**src/rtl/bcd_pkg.sv**
```systemverilog
// Shared definitions for the BCD-to-binary converter: FSM states, digit
// geometry and the digit-validity helper used by the digit MAC.
package bcd_pkg;

    typedef enum logic [1:0] {
        ST_IDLE = 2'd0,
        ST_CONV = 2'd1,
        ST_DONE = 2'd2
    } state_t;

    localparam int BCD_DIGIT_W   = 4;
    localparam int BCD_MAX_DIGIT = 9;

    function automatic logic digit_invalid(input logic [BCD_DIGIT_W-1:0] digit);
        return digit > BCD_DIGIT_W'(BCD_MAX_DIGIT);
    endfunction

endpackage

```
**src/rtl/bcd_digit_mac.sv**
```systemverilog
// One Horner step of decimal-to-binary conversion: acc*10 + digit, with a
// flag for digits outside 0..9. Purely combinational.
module bcd_digit_mac
    import bcd_pkg::*;
#(
    parameter int W = 8
) (
    input  logic [W-1:0]           acc,
    input  logic [BCD_DIGIT_W-1:0] digit,
    output logic [W-1:0]           acc_next,
    output logic                   invalid
);

    // x10 as shift-and-add; the result always fits in W bits for legal input
    assign acc_next = (acc << 3) + (acc << 1) + W'(digit);
    assign invalid  = digit_invalid(digit);

endmodule

```
**src/rtl/bcd2binary.sv**
```systemverilog
// Sequential K-digit packed-BCD to binary converter: one digit per cycle,
// MSD first, result and invalid-digit flag registered on a one-cycle done.
module bcd2binary
    import bcd_pkg::*;
#(
    parameter int K = 2
) (
    input  logic                     clk,
    input  logic                     rst_n,
    input  logic                     start,
    input  logic [K*BCD_DIGIT_W-1:0] bcd,
    output logic                     busy,
    output logic                     done,
    output logic [K*BCD_DIGIT_W-1:0] bin,
    output logic                     err
);

    localparam int W     = K * BCD_DIGIT_W;
    localparam int CNT_W = (K > 1) ? $clog2(K) : 1;
    localparam logic [CNT_W-1:0] LAST_CNT = CNT_W'(K - 1);

    state_t           state;
    state_t           state_next;
    logic [W-1:0]     sreg;
    logic [W-1:0]     acc;
    logic [CNT_W-1:0] cnt;
    logic             invalid;

    logic [W-1:0]     mac_acc;
    logic             mac_invalid;

    bcd_digit_mac #(
        .W (W)
    ) u_mac (
        .acc      (acc),
        .digit    (sreg[W-1 -: BCD_DIGIT_W]),
        .acc_next (mac_acc),
        .invalid  (mac_invalid)
    );

    always_ff @(posedge clk or negedge rst_n) begin
        if (!rst_n) begin
            state <= ST_IDLE;
        end else begin
            // NOTE: non-blocking so every register samples pre-edge values.
            state <= state_next;
        end
    end

    always_comb begin
        // NOTE: default first so no path leaves state_next unassigned (no latch).
        state_next = state;
        case (state)
            ST_IDLE: if (start) state_next = ST_CONV;
            ST_CONV: if (cnt == LAST_CNT) state_next = ST_DONE;
            ST_DONE: state_next = ST_IDLE;
            default: state_next = ST_IDLE;
        endcase
    end

    // NOTE: datapath registers are all reset so an aborted conversion leaves
    // nothing behind that a later result could depend on.
    always_ff @(posedge clk or negedge rst_n) begin
        if (!rst_n) begin
            sreg    <= '0;
            acc     <= '0;
            cnt     <= '0;
            invalid <= 1'b0;
            bin     <= '0;
            err     <= 1'b0;
            done    <= 1'b0;
        end else begin
            done <= 1'b0;
            case (state)
                ST_IDLE: begin
                    if (start) begin
                        sreg    <= bcd;
                        acc     <= '0;
                        cnt     <= '0;
                        invalid <= 1'b0;
                    end
                end
                ST_CONV: begin
                    acc  <= mac_acc;
                    sreg <= sreg << BCD_DIGIT_W;
                    cnt  <= cnt + 1'b1;
                    if (mac_invalid) invalid <= 1'b1;
                end
                ST_DONE: begin
                    bin  <= invalid ? '0 : acc;
                    err  <= invalid;
                    done <= 1'b1;
                end
                default: ;
            endcase
        end
    end

    assign busy = (state == ST_CONV) || (state == ST_DONE);

endmodule

```
**config.mk**
```make
export PLATFORM = sky130hd
export DESIGN_NAME = bcd2binary
export DESIGN_NICKNAME = d
export VERILOG_FILES = /design/src/rtl/bcd_pkg.sv /design/src/rtl/bcd_digit_mac.sv /design/src/rtl/bcd2binary.sv
export SDC_FILE = /design/constraint.sdc
export NUM_CORES = 1
export LEC_CHECK = 0
export BUFFER_PORTS_ARGS = -buffer_cell sky130_fd_sc_hd__buf_2
export CAP_MARGIN = 20
export CELL_PAD_IN_SITES_DETAIL_PLACEMENT = 2
export CELL_PAD_IN_SITES_GLOBAL_PLACEMENT = 2
export CORE_ASPECT_RATIO = 2
export CORE_MARGIN = 2
export CORE_UTILIZATION = 39
export CTS_CLUSTER_DIAMETER = 200
export DETAILED_ROUTE_END_ITERATION = 8
export PLACE_DENSITY_LB_ADDON = 0.1
export SLEW_MARGIN = 20
export SYNTH_ARGS = -nofsm -noshare
export SYNTH_HDL_FRONTEND = slang
export SYNTH_HIERARCHICAL = 1
export SYNTH_SLANG_ARGS = --single-unit
```
**constraint.sdc**
```tcl
create_clock -name clk -period 5.5 [get_ports clk]
set_input_delay 0 -clock clk [delete_from_list [all_inputs] [get_ports clk]]
set_output_delay 0 -clock clk [all_outputs]
set_load 0.05 [all_outputs]
```
==> results summary, run 1 <==
The run finished with clean final reports. The number of antenna violations at the first check in global routing came out at 0. The timing-limited maximum frequency is 422.0 MHz. The tightest min-delay check is of the input pin to register type. The die boundary height is 97.86 um. The total detailed-routing wirelength is 4487 um.

The first detailed-routing pass took 4 iterations. Leaving out fill and tap cells, the most frequent cells in the layout are sky130_fd_sc_hd__dfrtp_1 (30), sky130_fd_sc_hd__nand2_1 (25), sky130_fd_sc_hd__buf_2 (21), sky130_fd_sc_hd__o21ai_0 (19). The count of final max-slew check failures came out at 0.

The signal on the critical path passes through inv_1 -> fa_1 -> inv_1 -> fa_1 -> a21o_1 -> a21oi_1 -> xnor2_1 -> nand2_1 -> o21ai_1. Yosys mapped a number of flops with a built-in enable equal to 0. The I/O pin count is 22. In the final routed layout, each cell accounts on average for 17.74 um. The fraction of the core area covered by cells at the end of the flow came out at 0.4700.

Broken down by cell family, the worst path's largest delay share belongs to adder cells. The biggest cell delay along the critical path came out at 540 ps. The final critical-path required period is 2370 ps. The number of setup buffers added after CTS is 0. Measured against its own limit, the worst slew margin works out to 0.5273. The part of the total power dissipated in the clock network came out at 0.228. The per-cell via count in the routed design came out at 5.372.

No sink is reached through more buffers than the 2 on the longest clock path. The largest individual stage delay along the critical path comes from the cell sky130_fd_sc_hd__fa_1. The endpoint arrival time on the critical path came out at 2580 ps. The area overhead of the layout relative to synthesis is 17.55%.

The final net count is 226. The chip width came out at 50.93 um. Sorting the synthesized cells by area gives the leading types as sky130_fd_sc_hd__dfrtp_1 (44%), sky130_fd_sc_hd__ha_1 (11%), sky130_fd_sc_hd__o21ai_0 (5.5%), sky130_fd_sc_hd__nand2_1 (5.5%), sky130_fd_sc_hd__nand3b_1 (3.5%). The part of the power in combinational logic is 0.471.

The overall fraction of global-route tracks in use came out at 0.2101. The DRC violation count after routing is 0. The worst setup path is launched from a register. The worst-case IR drop observed on VDD is 0.3127 mV. Dividing total power by cell area gives a power density of 614.6 nW/um^2. The worst setup path is captured at a register. The number of clock sinks seen by CTS came out at 30. The starting density of the core came out at 0.3998. In this run, the number of DRC markers left after iteration 0 of detailed routing was 9.

The switching share of power is 0.4509. In this run the core area contains 34 standard-cell rows. The routed wire length on met3 came out at 81 um. The fraction of the yosys area taken by sequential cells is 0.4370. The total routed wire length on the met1 layer is 1524 um. The final RePlAce weighted congestion is 0.7900.

The leakage power came out at 0.9868 nW. The share of the synthesized area in the top cell type is 0.4370. Detailed placement ended at an HPWL of 3216 um. The count of buffers inserted at the top-level ports came out at 21. The number of global-route vias before repair came out at 1,576. The clock-pin slew on the worst setup and hold paths came out at 70 ps. TritonCTS built the clock tree. The portion of the clock cycle consumed by the worst path in the final layout is 0.4309. The largest net degree at the start of global routing is 31. The detailed-route via count is 1,359. Of the total power, registers draw 0.301.

The tool flagged a number of max-cap violations equal to 0. The repair_antennas step left the layout with diodes totalling 0. Averaged over all synthesized cells, the footprint is 9.873 um^2. The hold buffer count at CTS came out at 7. The proportion of layout cells with a drive suffix above 1 is 0.2010.

The insertion delay to the later sink of the worst-skew pair came out at 290 ps. Setup repair after global routing left no endpoint under its margin. The final total power came out at 0.001241 W. The number of unique standard cell types used by synthesis is 37. The number of buffers inserted during clock tree synthesis is 5. After floorplanning, the core was sized to cover 4297 um^2. The count of endpoints failing hold in the final timing report is 0. The aggregate global routing overflow is 0.

Setup violations remaining at the end of the flow were counted as 0. The smallest hold slack came out at 14.91 ps. The startpoint-to-endpoint class of the critical path is register to register.

The wire length of the first global-routing pass is 7790 um. The most common library cell in the layout ignoring fill and taps is sky130_fd_sc_hd__dfrtp_1. The buffer and inverter count on the worst path came out at 2. The warning count from the yosys run is 6. The async set-reset flop share out of synthesis came out at 1.000. For the pin with the worst max-slew slack, the measured transition is 709.0 ps.

The endpoint required time on the critical path came out at 5710 ps. The switching power summed over all nets came out at 0.0005596 W. The area enclosed by the die boundary is 4984 um^2. The setup TNS came out at 0 ps. Summing every instance area after synthesis gives 1718 um^2. For this run, the leading register cell type out of synthesis is sky130_fd_sc_hd__dfrtp_1. Post-CTS repair changed the size of 0 cells. The clock root buffer master is sky130_fd_sc_hd__clkbuf_8. Synthesis handed over a netlist of 174 instances.

The internal power consumption came out at 0.0006814 W. Detailed routing placed a total of 2790 um of wire on met2. The number of nets in the synthesized netlist is 202.

The highest metal layer used by the detailed router is met4. The final clock skew is 4.456 ps. sky130_fd_sc_hd__dfrtp_1 takes more of the synthesized area than any other cell. The synthesized design contains 30 register bits. The deepest level of the CTS H-tree came out at 2. The largest fanout of any net on the critical path came out at 4.

The remaining number of nets flagged by the antenna check after routing came out at 0.
-- worst min-delay path, stage by stage --
cell	delay, ps
sky130_fd_sc_hd__buf_2	80
sky130_fd_sc_hd__a31oi_1	60
sky130_fd_sc_hd__o21ai_0	130
-- area by class of cell --
| type | count | area, um^2 |
|---|---|---|
| fillers | 466 | 2277 |
| clock inverters | 2 | 60.06 |
| repair buffers | 28 | 175.2 |
| multi-input cells | 117 | 823.3 |
| flip-flops and latches | 30 | 750.7 |
| well taps | 54 | 67.56 |
| inverters | 16 | 60.06 |
| clock buffers | 6 | 82.58 |
-- routing by layer --
metal	GRT usage	vias up
met5	0	-
met4	0.08732	0
met3	0.03211	7
met2	0.4226	20
met1	0.1919	700
li1	-	632
-- metrics by stage --
step / setup WS, ps / std cells / area [um^2]
floorplan: 3348 / 174 / 1718
global placement: 3256 / 238 / 1807
detailed placement: 3151 / 238 / 1807
CTS: 3095 / 253 / 2019
global route: 2989 / 253 / 2019
finish: 3130 / 253 / 2019
-- synth_stat cells, types with 2 or more instances --
cell                       count
sky130_fd_sc_hd__a21oi_1       6
sky130_fd_sc_hd__ha_1         15
sky130_fd_sc_hd__nand3b_1      8
sky130_fd_sc_hd__buf_4         2
sky130_fd_sc_hd__buf_6         3
sky130_fd_sc_hd__xnor2_1       5
sky130_fd_sc_hd__mux2_2        2
sky130_fd_sc_hd__nor2_1        4
sky130_fd_sc_hd__inv_1        15
sky130_fd_sc_hd__dfrtp_1      30
sky130_fd_sc_hd__o21ai_0      19
sky130_fd_sc_hd__a32oi_1       3
sky130_fd_sc_hd__nand3_1       9
sky130_fd_sc_hd__clkbuf_1      2
sky130_fd_sc_hd__and2b_2       2
sky130_fd_sc_hd__fa_1          2
sky130_fd_sc_hd__nand2_1      25
sky130_fd_sc_hd__nand4_1       3
-- worst paths after layout --
path | slack (ps) | cells past startpoint | end | startpoint
worst max-delay path | 3130 | 9 | acc[6]$_DFFE_PN0P_ | acc[0]$_DFFE_PN0P_
worst min-delay path | 10 | 3 | sreg[0]$_DFFE_PN0P_ | bcd[0]
worst max register to register | 3130 | 9 | acc[6]$_DFFE_PN0P_ | acc[0]$_DFFE_PN0P_
worst min register to register | 500 | 2 | acc[7]$_DFFE_PN0P_ | acc[7]$_DFFE_PN0P_
max in group asynchronous | 4740 | 2 | sreg[7]$_DFFE_PN0P_ | rst_n
min in group asynchronous | 300 | 2 | acc[6]$_DFFE_PN0P_ | rst_n
-- power groups by stage --
stage | Clock (W) | Sequential (W) | Combinational [W]
global placement | 0 | 0.000373 | 0.000559
floorplan | 0 | 0.000455 | 0.000378
detailed placement | 0 | 0.000380 | 0.000581
finish | 0.000283 | 0.000374 | 0.000584
global route | 0.000298 | 0.000387 | 0.000653
CTS | 0.000289 | 0.000377 | 0.000596
-- sequential cells by signal, summed over array words and instances, names as in the netlist --
name,cells
acc,8
bin,8
sreg,8
state,2
cnt,1
done,1
err,1
invalid,1
-- cells by family after synthesis --
group / count (synthesis) / share of synthesized area
simple gates: 53 / 0.1537
xor+xnor: 6 / 0.03059
mux: 3 / 0.02622
compound gates: 38 / 0.1362
buf+inv: 27 / 0.08374
fa+ha+maj: 17 / 0.1326
flops: 30 / 0.4370
Power figures use the tool's default switching activity.
==> run 2: changes to the inputs <==
--- a/config.mk
+++ b/config.mk
@@ -5,13 +5,14 @@
 export SDC_FILE = /design/constraint.sdc
 export NUM_CORES = 1
 export LEC_CHECK = 0
+export ABC_AREA = 1
 export BUFFER_PORTS_ARGS = -buffer_cell sky130_fd_sc_hd__buf_2
 export CAP_MARGIN = 20
 export CELL_PAD_IN_SITES_DETAIL_PLACEMENT = 2
 export CELL_PAD_IN_SITES_GLOBAL_PLACEMENT = 2
 export CORE_ASPECT_RATIO = 2
 export CORE_MARGIN = 2
-export CORE_UTILIZATION = 39
+export CORE_UTILIZATION = 30
 export CTS_CLUSTER_DIAMETER = 200
 export DETAILED_ROUTE_END_ITERATION = 8
 export PLACE_DENSITY_LB_ADDON = 0.1
==> constraint.sdc (replaced) <==
create_clock -name clk -period 2.13 [get_ports clk]
set_input_delay 0 -clock clk [delete_from_list [all_inputs] [get_ports clk]]
set_output_delay 0 -clock clk [all_outputs]
set_load 0.05 [all_outputs]
==> run 2 against run 1 <==
  * Cell count rose by 19%
  * Setup slack worse by 3000 ps
  * Area after synthesis rose by 0.51%
  * Wire length up 0.13%
  * Combinational power rose to 2.9 times the previous value
  * Core utilization is 10 points lower
  * Count of clock-buffer cells in the layout unchanged
  * Sequential share of layout area is 0.99 points lower
  * Cell area up 2.7%
  * Register-to-register slack lost 3000 ps
  * Critical path type unchanged
==> results summary, run 2 <==
The flow ran to the end, and the final reports show no timing, DRC or antenna violations. In this run, placement finished with an instance count of 290. STA classifies the critical path endpoint as a register. Across the run, the number of max-cap violations was 0. The cell seen most often among critical-path stages is sky130_fd_sc_hd__nand2_1.

Among all flip-flop cells after synthesis, the most frequent one is sky130_fd_sc_hd__dfrtp_1. The cell area after synthesis came out at 1727 um^2. The count of final max-slew check failures came out at 0. The number of buffers inserted by post-CTS setup repair came out at 0.

From left edge to right edge, the die measures 57.65 um. On the critical path, the stage with the largest delay is an instance of sky130_fd_sc_hd__fa_1. Synthesis instantiated 23 different standard cells from the library. The worst setup slack after placement is 99.03 ps. Of the total synthesized cell area, the portion taken by XOR and XNOR cells is 0.01522. The count of cell instances traversed by the critical path is 10. The count of buffers inserted at the top-level ports is 21. The buffer and inverter count on the worst path came out at 2.

In this run the critical register-to-register path is captured at acc[5]$_DFFE_PN0P_. The fraction of the yosys area taken by sequential cells is 0.4348. The number of clock sinks seen by CTS is 30. The global routing met1 resource utilization came out at 0.1844. The average wire length per cell after detail routing is 14.93 um.

In this run the deepest clock path goes through 2 buffers. By area the synthesized netlist is led by sky130_fd_sc_hd__dfrtp_1 (43%), sky130_fd_sc_hd__nand2_1 (18%), sky130_fd_sc_hd__ha_1 (11%), sky130_fd_sc_hd__nand3_1 (9.3%), sky130_fd_sc_hd__inv_1 (3.5%). Clock tree synthesis selected as its root buffer the cell sky130_fd_sc_hd__clkbuf_16.

The global routing stage identified its most utilized layer as met2. The smallest setup slack after layout came out at 164.3 ps. The die boundary height is 111.3 um.

Of the cells placed in the final design, the portion with a size suffix greater than 1 is 0.1708. The number of buffers inserted during clock tree synthesis is 5. The endpoint arrival time on the critical path is 2180 ps. Entering global routing, the biggest net connects 31 pins. The class of the tightest hold or removal check is input pin to register.

Along the worst hold path, the cell count comes to 5. The share of cell area taken by muxes after synthesis came out at 0. The flop and latch count out of synthesis is 30. The die covers 6415 um^2.

The endpoint required time on the critical path is 2340 ps. The post-synthesis cell count came out at 211. The count of endpoints failing hold in the final timing report came out at 0. The setup path with the least slack is of type register to register. Derived from the worst setup path, the maximum achievable clock frequency is 508.7 MHz. The final total power is 0.003331 W. The largest registers in the layout are acc: 8 flops, bin: 8 flops, sreg: 8 flops.

The adder-cell area share of the yosys netlist is 0.1319. For this run, the total global-route usage over all layers was measured as 0.1590. The share of synthesized area in the top cell type comes to 0.4348. At the end of routability-driven placement, the weighted congestion stood at 0.7542. After synthesis, the largest family of logic cells by area is simple AND/OR/NAND/NOR gates. The warning count from the yosys run came out at 6.

The largest fanout of any net on the critical path is 2. The power density over the cells is 1605 nW/um^2. After clock tree synthesis, the clock-pin slew on the worst setup and hold paths is 50 ps. In this run, synthesis inferred 0 flip-flops with an integrated enable. The mean post-synth cell area is 8.183 um^2.

The depth of the most critical reg-to-reg path came out at 10. The synthesized design spends more area on one cell type than any other, namely sky130_fd_sc_hd__dfrtp_1. The biggest cell delay along the critical path is 540 ps. The number of global-route vias before repair came to 1,611. The aggregate global routing overflow came out at 0. For the pin with the worst max-slew slack, the measured transition is 709.6 ps.

The most common library cell in the layout ignoring fill and taps is sky130_fd_sc_hd__nand2_1. The count of nets left with antenna violations once routing finished came out at 0. The most common cell in the synthesized netlist is sky130_fd_sc_hd__nand2_1. The area overhead of the layout relative to synthesis is 20.14%.

The worst relative slew slack is 0.5269. The first global-routing pass estimated 7872 um of wire. Setup repair after global routing left no endpoint under its margin. The signal on the critical path passes through inv_1 -> fa_1 -> inv_1 -> ha_1 -> nand2_1 -> nand2_1 -> nand2_1 -> xnor2_1 -> nand3_1 -> nand2_1. The count of non-filler cells in the finished layout is 301. Across all register-to-register paths, the minimum setup slack is 160 ps. The detailed-router iteration count before antenna repair is 4. Counting flops with an async set or reset pin after synthesis yields a share of 1.000. The number of setup violations in the final report came out at 0. The setup TNS came out at 0 ps.

22 I/O pins were placed. The total detailed-routing wirelength is 4493 um. The number of nets in the synthesized netlist is 239. TritonCTS built the clock tree. The leakage power came out at 1.208 nW. The detailed-route via count came out at 1,471. The H-tree was split into 2 levels. By count the netlist is led by sky130_fd_sc_hd__nand2_1 (84), sky130_fd_sc_hd__nand3_1 (32), sky130_fd_sc_hd__dfrtp_1 (30), sky130_fd_sc_hd__inv_1 (16), sky130_fd_sc_hd__ha_1 (15). The initial utilization of the core area, before any placement, comes to 0.3077.

The insertion delay to the later sink of the worst-skew pair is 280 ps. The final net count is 269. Hold is met by 15.18 ps. The global routing met3 resource utilization came out at 0.01750. In this run the worst setup path terminates at acc[5]$_DFFE_PN0P_. The final critical-path required period came out at 1966 ps. After filler insertion, the fill cell instance count of the layout stands at 665.

The number of antenna violations at the first check in global routing is 0. The largest vdd supply drop came out at 0.8121 mV. The DRC violation count after routing is 0. The per-cell via count in the routed design came out at 4.887. The top cell family by delay on the critical path is adder cells.

The portion of the clock cycle consumed by the worst path in the final layout came out at 0.9229. The cell row count is 39. The met2 usage in global routing came out at 0.2773. Clock skew on the completed layout was measured at 3.953 ps. The violation count after the first detailed-route iteration is 24. The diode insertion count for antenna repair came out at 0. In the layout the commonest cells are sky130_fd_sc_hd__nand2_1 (84), sky130_fd_sc_hd__nand3_1 (32), sky130_fd_sc_hd__dfrtp_1 (30), sky130_fd_sc_hd__buf_2 (21), sky130_fd_sc_hd__inv_1 (16).

In this run the critical register-to-register path is launched from acc[0]$_DFFE_PN0P_. Of the total synthesized cell area, the portion taken by AND, OR, NAND and NOR gates is 0.3333. The compound-cell area share of the yosys netlist is 0.01594. The half-perimeter wire length after placement is 3382 um. The area of the placeable core is 5612 um^2. STA classifies the critical path startpoint as a register. The source of the critical timing path is acc[0]$_DFFE_PN0P_.
## run 2: cell count changes after synthesis, sizes merged, moves of 3 or more
cell / change
a21oi: -5
a32oi: -3
clkbuf: -4
inv: +3
nand2: +63
nand3: +24
nand3b: -7
nand4: -3
nor2: +3
o21ai: -19
xnor2: -4
## run 2: cell families after synthesis
kind of cell,Yosys count
and+or+nand+nor,131
DFF,30
buffers and inverters,25
adders and majority gates,17
AOI/OAI and AO/OA,5
xor gates and xnor gates,3
## run 2: cell type report
class	count	area, um^2	area share
flip-flops and latches	30	750.7	0.3619
well taps	61	76.32	0.03679
repair buffers	29	177.7	0.08565
clock buffers	6	138.9	0.06695
multi-input cells	156	859.6	0.4144
inverters	19	71.32	0.03438
## run 2: tightest hold or removal path: cells and delay by family
| family | cells | cell delay (ps) |
|---|---|---|
| buf+inv | 1 | 70 |
| simple gates | 4 | 180 |
## run 2: how the worst min path moves through the flow
stage,startpoint,endpoint,slack [ps]
final,bcd[5],sreg[5]$_DFFE_PN0P_,20
after global routing,bcd[5],sreg[5]$_DFFE_PN0P_,70
after CTS,bcd[5],sreg[5]$_DFFE_PN0P_,10
after detailed placement,rst_n,bin[6]$_DFFE_PN0P_,90
after global placement,rst_n,bin[6]$_DFFE_PN0P_,100
after floorplan,rst_n,acc[0]$_DFFE_PN0P_,-300
## run 2: repair_timing
action | CTS | global route
endpoints found under the hold margin | 34 | 0
resized for setup | 0 | 1
setup endpoints to repair | 0 | 1
hold buffers | 5 | 0
## run 2: routing by layer
| layer | up-vias | routed length, um |
|---|---|---|
| met3 | 7 | 110 |
| met5 | - | 0 |
| met2 | 20 | 2466 |
| li1 | 727 | - |
| met1 | 717 | 1804 |
| met4 | 0 | 112 |
## run 2: per-stage QoR
stage | instance area (um^2) | utilization
finish | 2074 | 0.3697
detailed placement | 1883 | 0.3356
floorplan | 1727 | -
global placement | 1883 | 0.3356
global route | 2074 | 0.3697
CTS | 2072 | 0.3692
## run 2: power breakdown
part | switching, W | internal (W)
logic | 0.00117 | 0.000517
registers | 0.000156 | 0.000802
clock network | 0.000234 | 0.000450
total | 0.00156 | 0.00177
